[src/rtl/fp_mul_pkg.sv]
// Shared types and constants for the iterative single-precision multiplier.
package fp_mul_pkg;

  // Sequencer states.
  typedef enum logic [1:0] {
    IDLE = 2'd0,
    MULT = 2'd1,
    NORM = 2'd2,
    DONE = 2'd3
  } state_t;

  localparam int          FP_BIAS    = 127;
  localparam logic [31:0] FP_QNAN    = 32'h7FC00000;
  localparam logic [7:0]  FP_EXP_MAX = 8'hFF;
  localparam int          FP_MANT_W  = 23;
  localparam int          FP_PROD_W  = 48;

  // True when the retire width divides the 24-bit significand evenly.
  function automatic logic bpc_legal(input int bpc);
    return (bpc == 1) || (bpc == 2) || (bpc == 3) || (bpc == 4) ||
           (bpc == 6) || (bpc == 8) || (bpc == 12) || (bpc == 24);
  endfunction

endpackage

[src/rtl/fp_mul_special.sv]
// Special-operand classifier: NaN, infinity and zero/denormal handling.
// Purely combinational; the caller decides when the result is captured.
module fp_mul_special
  import fp_mul_pkg::*;
(
  input  logic [31:0] a,
  input  logic [31:0] b,
  output logic        is_special,
  output logic [31:0] special_result
);

  logic [7:0] exp_a, exp_b;
  logic       nan_a, nan_b;
  logic       max_a, max_b;
  logic       zero_a, zero_b;
  logic       sign_p;

  assign exp_a  = a[30:23];
  assign exp_b  = b[30:23];
  assign max_a  = (exp_a == FP_EXP_MAX);
  assign max_b  = (exp_b == FP_EXP_MAX);
  assign nan_a  = max_a && (a[22:0] != '0);
  assign nan_b  = max_b && (b[22:0] != '0);
  assign zero_a = (exp_a == 8'h00);
  assign zero_b = (exp_b == 8'h00);
  assign sign_p = a[31] ^ b[31];

  // Priority chain: NaN, inf*0, inf, zero/denormal flush, otherwise normal.
  always_comb begin
    is_special     = 1'b1;
    special_result = FP_QNAN;
    if (nan_a || nan_b) begin
      special_result = FP_QNAN;
    end else if ((max_a && zero_b) || (max_b && zero_a)) begin
      special_result = FP_QNAN;
    end else if (max_a || max_b) begin
      special_result = {sign_p, FP_EXP_MAX, {FP_MANT_W{1'b0}}};
    end else if (zero_a || zero_b) begin
      special_result = {sign_p, 31'h0};
    end else begin
      is_special     = 1'b0;
      special_result = '0;
    end
  end

endmodule

[src/rtl/fp_mul_seq.sv]
// Iterative IEEE-754 single-precision multiplier (truncating, denormals
// flushed). One 48-bit accumulator retires BITS_PER_CYCLE multiplier bits
// per MULT cycle. Optional macro FP_MUL_SEQ_SAT_EN saturates exponent
// overflow to infinity and underflow to zero instead of wrapping.
module fp_mul_seq
  import fp_mul_pkg::*;
#(
  parameter int BITS_PER_CYCLE = 1
) (
  input  logic        clk,
  input  logic        rst_n,
  input  logic        in_valid,
  output logic        in_ready,
  input  logic [31:0] in_a,
  input  logic [31:0] in_b,
  output logic        out_valid,
  input  logic        out_ready,
  output logic [31:0] out_result,
  output logic        busy
);

  localparam int N_ITER = 24 / BITS_PER_CYCLE;
  localparam int CNT_W  = 5;

  if (!bpc_legal(BITS_PER_CYCLE)) begin : g_bad_bpc
    $error("fp_mul_seq: BITS_PER_CYCLE must be one of 1,2,3,4,6,8,12,24");
  end

  state_t                 state_q, state_d;
  logic [FP_PROD_W-1:0]   acc_q, acc_d;
  // Multiplicand pre-shifted to the current bit position, so each cycle
  // needs only fixed shifts rather than a barrel shifter on cnt.
  logic [FP_PROD_W-1:0]   mcand_q, mcand_d;
  // Remaining multiplier bits, LSB first; bit 23 is the forced hidden 1.
  logic [23:0]            mplier_q, mplier_d;
  logic [CNT_W-1:0]       cnt_q, cnt_d;
  logic [7:0]             ea_q, ea_d, eb_q, eb_d;
  logic                   sign_q, sign_d;
  logic [31:0]            out_result_q, out_result_d;

  logic                   is_special;
  logic [31:0]            special_result;

  logic [FP_PROD_W-1:0]   pp [BITS_PER_CYCLE];
  logic [FP_PROD_W-1:0]   step_sum;

  logic                   p_top;
  logic [FP_MANT_W-1:0]   norm_mant;
  logic [9:0]             exp_sum;
  logic [9:0]             exp_unb;
  logic [31:0]            norm_result;
  logic                   norm_unused;

  // The classifier sees the operands on the bus; these are exactly the
  // values registered on the accept edge, so the special result is ready
  // to load on that same edge.
  fp_mul_special u_special (
    .a              (in_a),
    .b              (in_b),
    .is_special     (is_special),
    .special_result (special_result)
  );

  assign in_ready   = (state_q == IDLE);
  assign out_valid  = (state_q == DONE);
  assign busy       = (state_q != IDLE);
  assign out_result = out_result_q;

  // One gated, shifted copy of the multiplicand per retired multiplier bit.
  for (genvar gi = 0; gi < BITS_PER_CYCLE; gi++) begin : g_pp
    assign pp[gi] = mplier_q[gi] ? (mcand_q << gi) : '0;
  end

  // Sum of this cycle's partial products.
  always_comb begin
    step_sum = '0;
    for (int j = 0; j < BITS_PER_CYCLE; j++) begin
      step_sum = step_sum + pp[j];
    end
  end

  assign p_top     = acc_q[FP_PROD_W-1];
  assign norm_mant = p_top ? acc_q[46:24] : acc_q[45:23];
  assign exp_sum   = {2'b00, ea_q} + {2'b00, eb_q} + {9'd0, p_top};
  assign exp_unb   = exp_sum - 10'(FP_BIAS);
  // Truncated product bits and the exponent headroom bits are dropped.
  assign norm_unused = ^{acc_q[22:0], exp_unb[9:8]};

  // Normalised result; exponent wraps unless saturation is built in.
  always_comb begin
    norm_result = {sign_q, exp_unb[7:0], norm_mant};
`ifdef FP_MUL_SEQ_SAT_EN
    if ($signed(exp_unb) >= 10'sd255) begin
      norm_result = {sign_q, FP_EXP_MAX, {FP_MANT_W{1'b0}}};
    end else if ($signed(exp_unb) <= 10'sd0) begin
      norm_result = {sign_q, 31'h0};
    end
`else
    norm_result = {sign_q, exp_unb[7:0], norm_mant};
`endif
  end

  // Sequencer next-state and datapath updates.
  always_comb begin
    state_d      = state_q;
    acc_d        = acc_q;
    mcand_d      = mcand_q;
    mplier_d     = mplier_q;
    cnt_d        = cnt_q;
    ea_d         = ea_q;
    eb_d         = eb_q;
    sign_d       = sign_q;
    out_result_d = out_result_q;
    case (state_q)
      IDLE: begin
        if (in_valid) begin
          ea_d   = in_a[30:23];
          eb_d   = in_b[30:23];
          sign_d = in_a[31] ^ in_b[31];
          if (is_special) begin
            out_result_d = special_result;
            state_d      = DONE;
          end else begin
            acc_d    = '0;
            cnt_d    = '0;
            mcand_d  = {24'h0, 1'b1, in_a[22:0]};
            mplier_d = {1'b1, in_b[22:0]};
            state_d  = MULT;
          end
        end
      end
      MULT: begin
        acc_d    = acc_q + step_sum;
        mcand_d  = mcand_q << BITS_PER_CYCLE;
        mplier_d = mplier_q >> BITS_PER_CYCLE;
        cnt_d    = cnt_q + 5'd1;
        if (cnt_q == CNT_W'(N_ITER - 1)) begin
          state_d = NORM;
        end
      end
      NORM: begin
        out_result_d = norm_result;
        state_d      = DONE;
      end
      DONE: begin
        if (out_ready) begin
          state_d = IDLE;
        end
      end
      default: state_d = IDLE;
    endcase
  end

  // State and datapath registers; reset aborts any operation in flight.
  always_ff @(posedge clk or negedge rst_n) begin
    if (!rst_n) begin
      state_q      <= IDLE;
      acc_q        <= '0;
      mcand_q      <= '0;
      mplier_q     <= '0;
      cnt_q        <= '0;
      ea_q         <= '0;
      eb_q         <= '0;
      sign_q       <= 1'b0;
      out_result_q <= '0;
    end else begin
      state_q      <= state_d;
      acc_q        <= acc_d;
      mcand_q      <= mcand_d;
      mplier_q     <= mplier_d;
      cnt_q        <= cnt_d;
      ea_q         <= ea_d;
      eb_q         <= eb_d;
      sign_q       <= sign_d;
      out_result_q <= out_result_d;
    end
  end

endmodule

[config.mk]
export PLATFORM = sky130hd
export DESIGN_NAME = fp_mul_seq
export DESIGN_NICKNAME = d
export VERILOG_FILES = /design/src/rtl/fp_mul_pkg.sv /design/src/rtl/fp_mul_special.sv /design/src/rtl/fp_mul_seq.sv
export SDC_FILE = /design/constraint.sdc
export NUM_CORES = 1
export LEC_CHECK = 0
export CORE_ASPECT_RATIO = 0.5
export CORE_UTILIZATION = 55
export DETAILED_ROUTE_END_ITERATION = 12
export GPL_ROUTABILITY_DRIVEN = 0
export PLACE_DENSITY = 0.77
export SYNTH_ARGS = -nofsm -noshare
export SYNTH_HDL_FRONTEND = slang
export SYNTH_HIERARCHICAL = 1
export SYNTH_SLANG_ARGS = --single-unit
[constraint.sdc]
create_clock -name clk -period 4.8 [get_ports clk]
set_input_delay 1.44 -clock clk [delete_from_list [all_inputs] [get_ports clk]]
set_output_delay 1.44 -clock clk [all_outputs]
set_load 0.03 [all_outputs]
After elaboration in Yosys (flattened, before gate mapping). Cells that the tools add are included.

Add/sub/neg operators: 5. Equal/unequal tests: 11. Mux-type cells: 30. Bitwise gates (word level): 1. Reductions and logical operators: 20.

Operators with widths (number): 48-bit two-way mux (5); 32-bit two-way mux (6); 48-bit one-hot mux with 2 select lines (2); 32-bit one-hot mux with 2 select lines (1); 48-bit adder (1); 24-bit two-way mux (2); 24-bit one-hot mux with 2 select lines (1); 23-bit nonzero test (2); 23-bit two-way mux (1); 8-bit == test (second input constant) (2); 8-bit logical NOT (2); 5-bit two-way mux (2); 5-bit one-hot mux with 2 select lines (1); 3-bit AND reduction (3); 8-bit by 1-bit adder with 8-bit output (1); 8-bit adder (1); 2-bit two-way mux (4); 2-bit one-hot mux with 4 select lines (1); 8-bit by 7-bit subtractor with 8-bit output (second input constant) (1); 2-bit inequality test (second input constant) (3); 2-bit nonzero test (3); 5-bit by 1-bit adder with 5-bit output (second input constant) (1); 5-bit == test (second input constant) (1); 2-bit == test (second input constant) (2); other kinds (8) (18).

Flip-flop bits (word level): 176. Bits of input ports: 68. Output and inout bits: 35. Word-level logic and storage cells: 76.

Logic depth before layout (Yosys ltp).
Depth after elaboration: 9. Mapped depth: 16. Depth with buffers taken out: 15.

Hierarchy. The synthesis kept the hierarchy.

By module, submodules not included: fp_mul_seq (times used 1, cells each 1177, area each 10737.8 µm², sequential area each 4404.2 µm²); fp_mul_special (times used 1, cells each 65, area each 459.2 µm², sequential area each 0.0 µm²).

Worst setup path after synthesis. No wires, ideal clock.

Path kind: register to register. Start: register mplier_q[0]. End: register acc_q[44]. Setup time: 0.124 ns. Data arrival time: 3.437 ns. Data required time: 4.676 ns. Slack: 1.239 ns. Cell stages (with the launch flop): 15. Path buffers: 1. Period minus slack after synthesis: 3.561 ns. Cells stage by stage: dfrtp_1 > clkbuf_1 > and2_1 > ha_1 > fa_1 > a211o_1 > a211oi_4 > o2bb2ai_2 > o31ai_4 > a31oi_4 > a2111oi_4 > o31ai_2 > and4_4 > nand2b_1 > a211o_1.

Cells in the longest elaborated chain, start to end: 3.

Ends and longest elaborated chain: from (decl) (line fp_mul_seq.sv:35) `logic [23:0] mplier_q, mplier_d;`; from (signal assigned) (line fp_mul_seq.sv:170) `mplier_q <= mplier_d;`; 48-bit two-way mux (line fp_mul_seq.sv:71) `assign pp[gi] = mplier_q[gi] ? (mcand_q << gi) : '0;`; 48-bit adder (line fp_mul_seq.sv:133) `acc_d = acc_q + step_sum;`; 48-bit one-hot mux with 2 select lines (line fp_mul_seq.sv:114) `case (state_q)`; to (signal assigned) (line fp_mul_seq.sv:158) `acc_q <= '0;`; to (signal assigned) (line fp_mul_seq.sv:168) `acc_q <= acc_d;`; to (decl) (line fp_mul_seq.sv:30) `logic [FP_PROD_W-1:0] acc_q, acc_d;`.

Every way passes these cells. A chain may end at the register's enable or synchronous reset.

Worst setup path after layout. Ends and elaborated chain as after synthesis.

==> flow_summary.json <==
{
  "area.growth.synth_to_final_pct": 15.3,
  "synthTopCellsByCount": "sky130_fd_sc_hd__nand2_1, sky130_fd_sc_hd__dfrtp_1, sky130_fd_sc_hd__o21ai_0",
  "synth-simple-area-share_pct": 18.5,
  "std_cell_rows": 36,
  "finalMaxSlewViolations": 0,
  "groute.usage.overall_pct": 26.9,
  "detailed_router_iteration_count_before_antenna_repair": 5,
  "skew_ns": 0.00804,
  "syn_avg_cell_area_sq_um": 9.02,
  "design.core.area_sq_um": 19700,
  "ioPinCount": 103,
  "synth.area.mux_share_pct": 6.70,
  "post_synthesis_compound_gate_area_fraction_pct": 18.5,
  "syn_area_sq_um": 11200,
  "power_density_nw_per_um2": 512,
  "yosys.area_share.adder_pct": 7.73,
  "critPathCaptureType": "flip-flop",
  "dp_worst_setup_slack_ns": 0.632,
  "post-route-drc-count": 0,
  "number_of_antenna_violations_at_the_first_check_in_global_routing": 0,
  "postCtsHoldBufs": 0,
  "hpwlAfterDp_microns": 19200,
  "busiest_layer": "met2",
  "cp_data_arrival_time_ns": 4.42,
  "rsz_0062_raised_after_global_routing": "no",
  "drive_gt1_share_pct": 6.69,
  "die_area_sq_um": 21000,
  "fill_cells": 1610,
  "grt_first_pass_wirelength_microns": 44600,
  "hold_violations": 0,
  "num_vias": 9186,
  "maxSlewHeadroom_pct": 31.8,
  "number_of_global_route_vias_before_repair": 8833,
  "synthCells": 1242,
  "share_of_the_core_filled_with_cells_pct": 65.6,
  "floorplan.die.height_microns": 103,
  "r2r_slack_ns": 0.70,
  "ctsLongestPathBuffers": 2,
  "drtIter0Drc": 704,
  "required_time_worst_endpoint_ns": 5.12,
  "hold_path_class": "reg2reg",
  "cts_inserted_buffers": 17,
  "synth_seq_cells": 176,
  "grt_max_degree": 95,
  "synthDominantAreaCellType": "sky130_fd_sc_hd__dfrtp_1",
  "final.min_clock_period_ns": 4.10,
  "postSynth.asyncResetShare_pct": 100,
  "die_w_microns": 204,
  "yosys.cell_count.top_type": "sky130_fd_sc_hd__nand2_1",
  "yosys_most_used_dff": "sky130_fd_sc_hd__dfrtp_1",
  "yosys_warnings": 6,
  "worst_ir_drop_vdd_uv": 370,
  "post_cts_resized": 0,
  "worst-slew-pin-transition_ns": 1.02,
  "grt.met1_usage_pct": 38.6,
  "worst_setup_path_start_kind": "flip-flop",
  "dpl_cell_area_sq_um": 12300,
  "synth-edff-count": 0,
  "grt_util_met2_pct": 43.3,
  "yosys.area_share.xor_xnor_pct": 4.22,
  "cts-htree-levels": 4,
  "maxCapViolCount": 0,
  "clkSinkCount": 176,
  "clkTransAtPathRegs_ns": 0.07,
  "dominant_combinational_cell_family_by_area_after_synthesis": "compound AO/OA/AOI/OAI gates",
  "post-route-cell-area_sq_um": 12900,
  "largest_cells_by_area_after_synthesis": "sky130_fd_sc_hd__dfrtp_1, sky130_fd_sc_hd__ha_1, sky130_fd_sc_hd__nand2_1",
  "grt-ovfl-total": 0,
  "outcome": "finished, final reports clean",
  "postCtsSetupRepairBufs": 0,
  "start_util_pct": 56.9,
  "timing.setup.critical_path_class": "reg2reg",
  "setup_total_negative_slack_ns": 0,
  "setup_ws_ns": 0.704,
  "clock_insertion_delay_worst_skew_ns": 0.44,
  "tritoncts": "yes",
  "layout_worst_path_cycle_share_pct": 85.3,
  "portBuffers": 102,
  "placed_cells_incl_taps": 1551,
  "worstPathMaxFanout": 23,
  "routed_via_density": 5.81,
  "post_synthesis_sequential_area_ratio_pct": 39.3,
  "yosysUniqueCellTypes": 67,
  "ant_diodes": 0,
  "final_cell_count_no_fill": 1582,
  "max_clk_rate_mhz": 244,
  "grt_util_met3_pct": 3.98,
  "synth_top_area_share_pct": 39.3,
  "finalWirelength_microns": 26800,
  "post_drt_wl_per_cell_microns": 16.9,
  "leakagePower_nw": 6.00,
  "ctsRootBufferMaster": "sky130_fd_sc_hd__clkbuf_16",
  "drt.antenna.violating_nets": 0,
  "finalSetupViolCount": 0,
  "final_nets": 1440
}
[cell type report]
class | count | area [sq um] | area share [%]
repair buffers | 117 | 1160 | 8.99
clock buffers | 19 | 453 | 3.51
flip-flops and latches | 176 | 4400 | 34.1
well taps | 266 | 333 | 2.58
multi-input cells | 969 | 6360 | 49.3
inverters | 23 | 86.3 | 0.669
clock inverters | 12 | 111 | 0.863
[through the flow]
stage / total power, mW / hold WS [ns]
2_1_floorplan: 4.33 / 0.439
3_3_place_gp: 5.15 / 0.452
3_5_place_dp: 5.27 / 0.466
4_1_cts: 6.63 / 0.481
5_1_grt: 7.08 / 0.490
6_report: 6.60 / 0.475
[where the power goes]
group	switching [mW]	leakage, nW	internal (mW)
logic	1.83	3.41	1.21
registers	0.296	2.32	1.92
clock network	0.610	0.272	0.741
[cells in the final DEF (no fill, tap or decap), drive strengths merged, types with 5 or more instances in the layout]
cell type,count
nand2,216
dfrtp,176
o21ai,145
clkdlybuf4s50,101
ha,66
mux2i,57
a21oi,51
and2,50
nand3,39
nor2,37
a21o,35
xor2,27
xnor2,27
inv,25
and3,24
conb,22
a221o,22
clkbuf,19
mux2,16
buf,16
nand4,14
nor4,12
o21bai,10
nor3,10
a31oi,9
o31ai,7
or4,7
o21a,6
clkinv,6
nor2b,5
[registers in the layout, indices dropped and copies added (netlist names)]
register and flops:
acc_q 48, mcand_q 48, out_result 32, mplier_q 24
ea_q 8, eb_q 8, cnt_q 5, state_q 2
sign_q 1
[worst max-delay path: stages, from the launching register on]
cell	delay [ns]
sky130_fd_sc_hd__dfrtp_1	0.61
sky130_fd_sc_hd__and2_1	0.26
sky130_fd_sc_hd__ha_1	0.21
sky130_fd_sc_hd__fa_1	0.43
sky130_fd_sc_hd__a211o_1	0.33
sky130_fd_sc_hd__a211oi_4	0.29
sky130_fd_sc_hd__o2bb2ai_2	0.16
sky130_fd_sc_hd__o31ai_4	0.33
sky130_fd_sc_hd__a31oi_4	0.19
sky130_fd_sc_hd__a2111oi_4	0.39
sky130_fd_sc_hd__o31ai_2	0.16
sky130_fd_sc_hd__and4_4	0.22
sky130_fd_sc_hd__nand2b_1	0.14
sky130_fd_sc_hd__a211o_1	0.26
[routing by layer]
layer  wire length [microns]  vias to the layer above
li1                        -                     4489
met1                   13200                     4431
met2                   12000                      248
met3                    1320                       18
met4                     205                        0
met5                       0                        -
[cell families after synthesis]
family,after synthesis
and+or+nand+nor,431
AOI/OAI and AO/OA,321
DFF,176
buffers and inverters,118
muxes,73
adders and majority gates,68
xor gates and xnor gates,54
other,1
[path summary, 6_finish.rpt]
| path | end | startpoint | cells past startpoint |
|---|---|---|---|
| max | acc_q[44] | mplier_q[0] | 13 |
| min | mcand_q[47] | mcand_q[47] | 2 |
| max reg2reg | acc_q[44] | mplier_q[0] | 13 |
| min reg2reg | mcand_q[47] | mcand_q[47] | 2 |
| max in group asynchronous | mcand_q[9] | rst_n | 2 |
| min in group asynchronous | eb_q[4] | rst_n | 1 |
(Power assumes the default switching activity.)
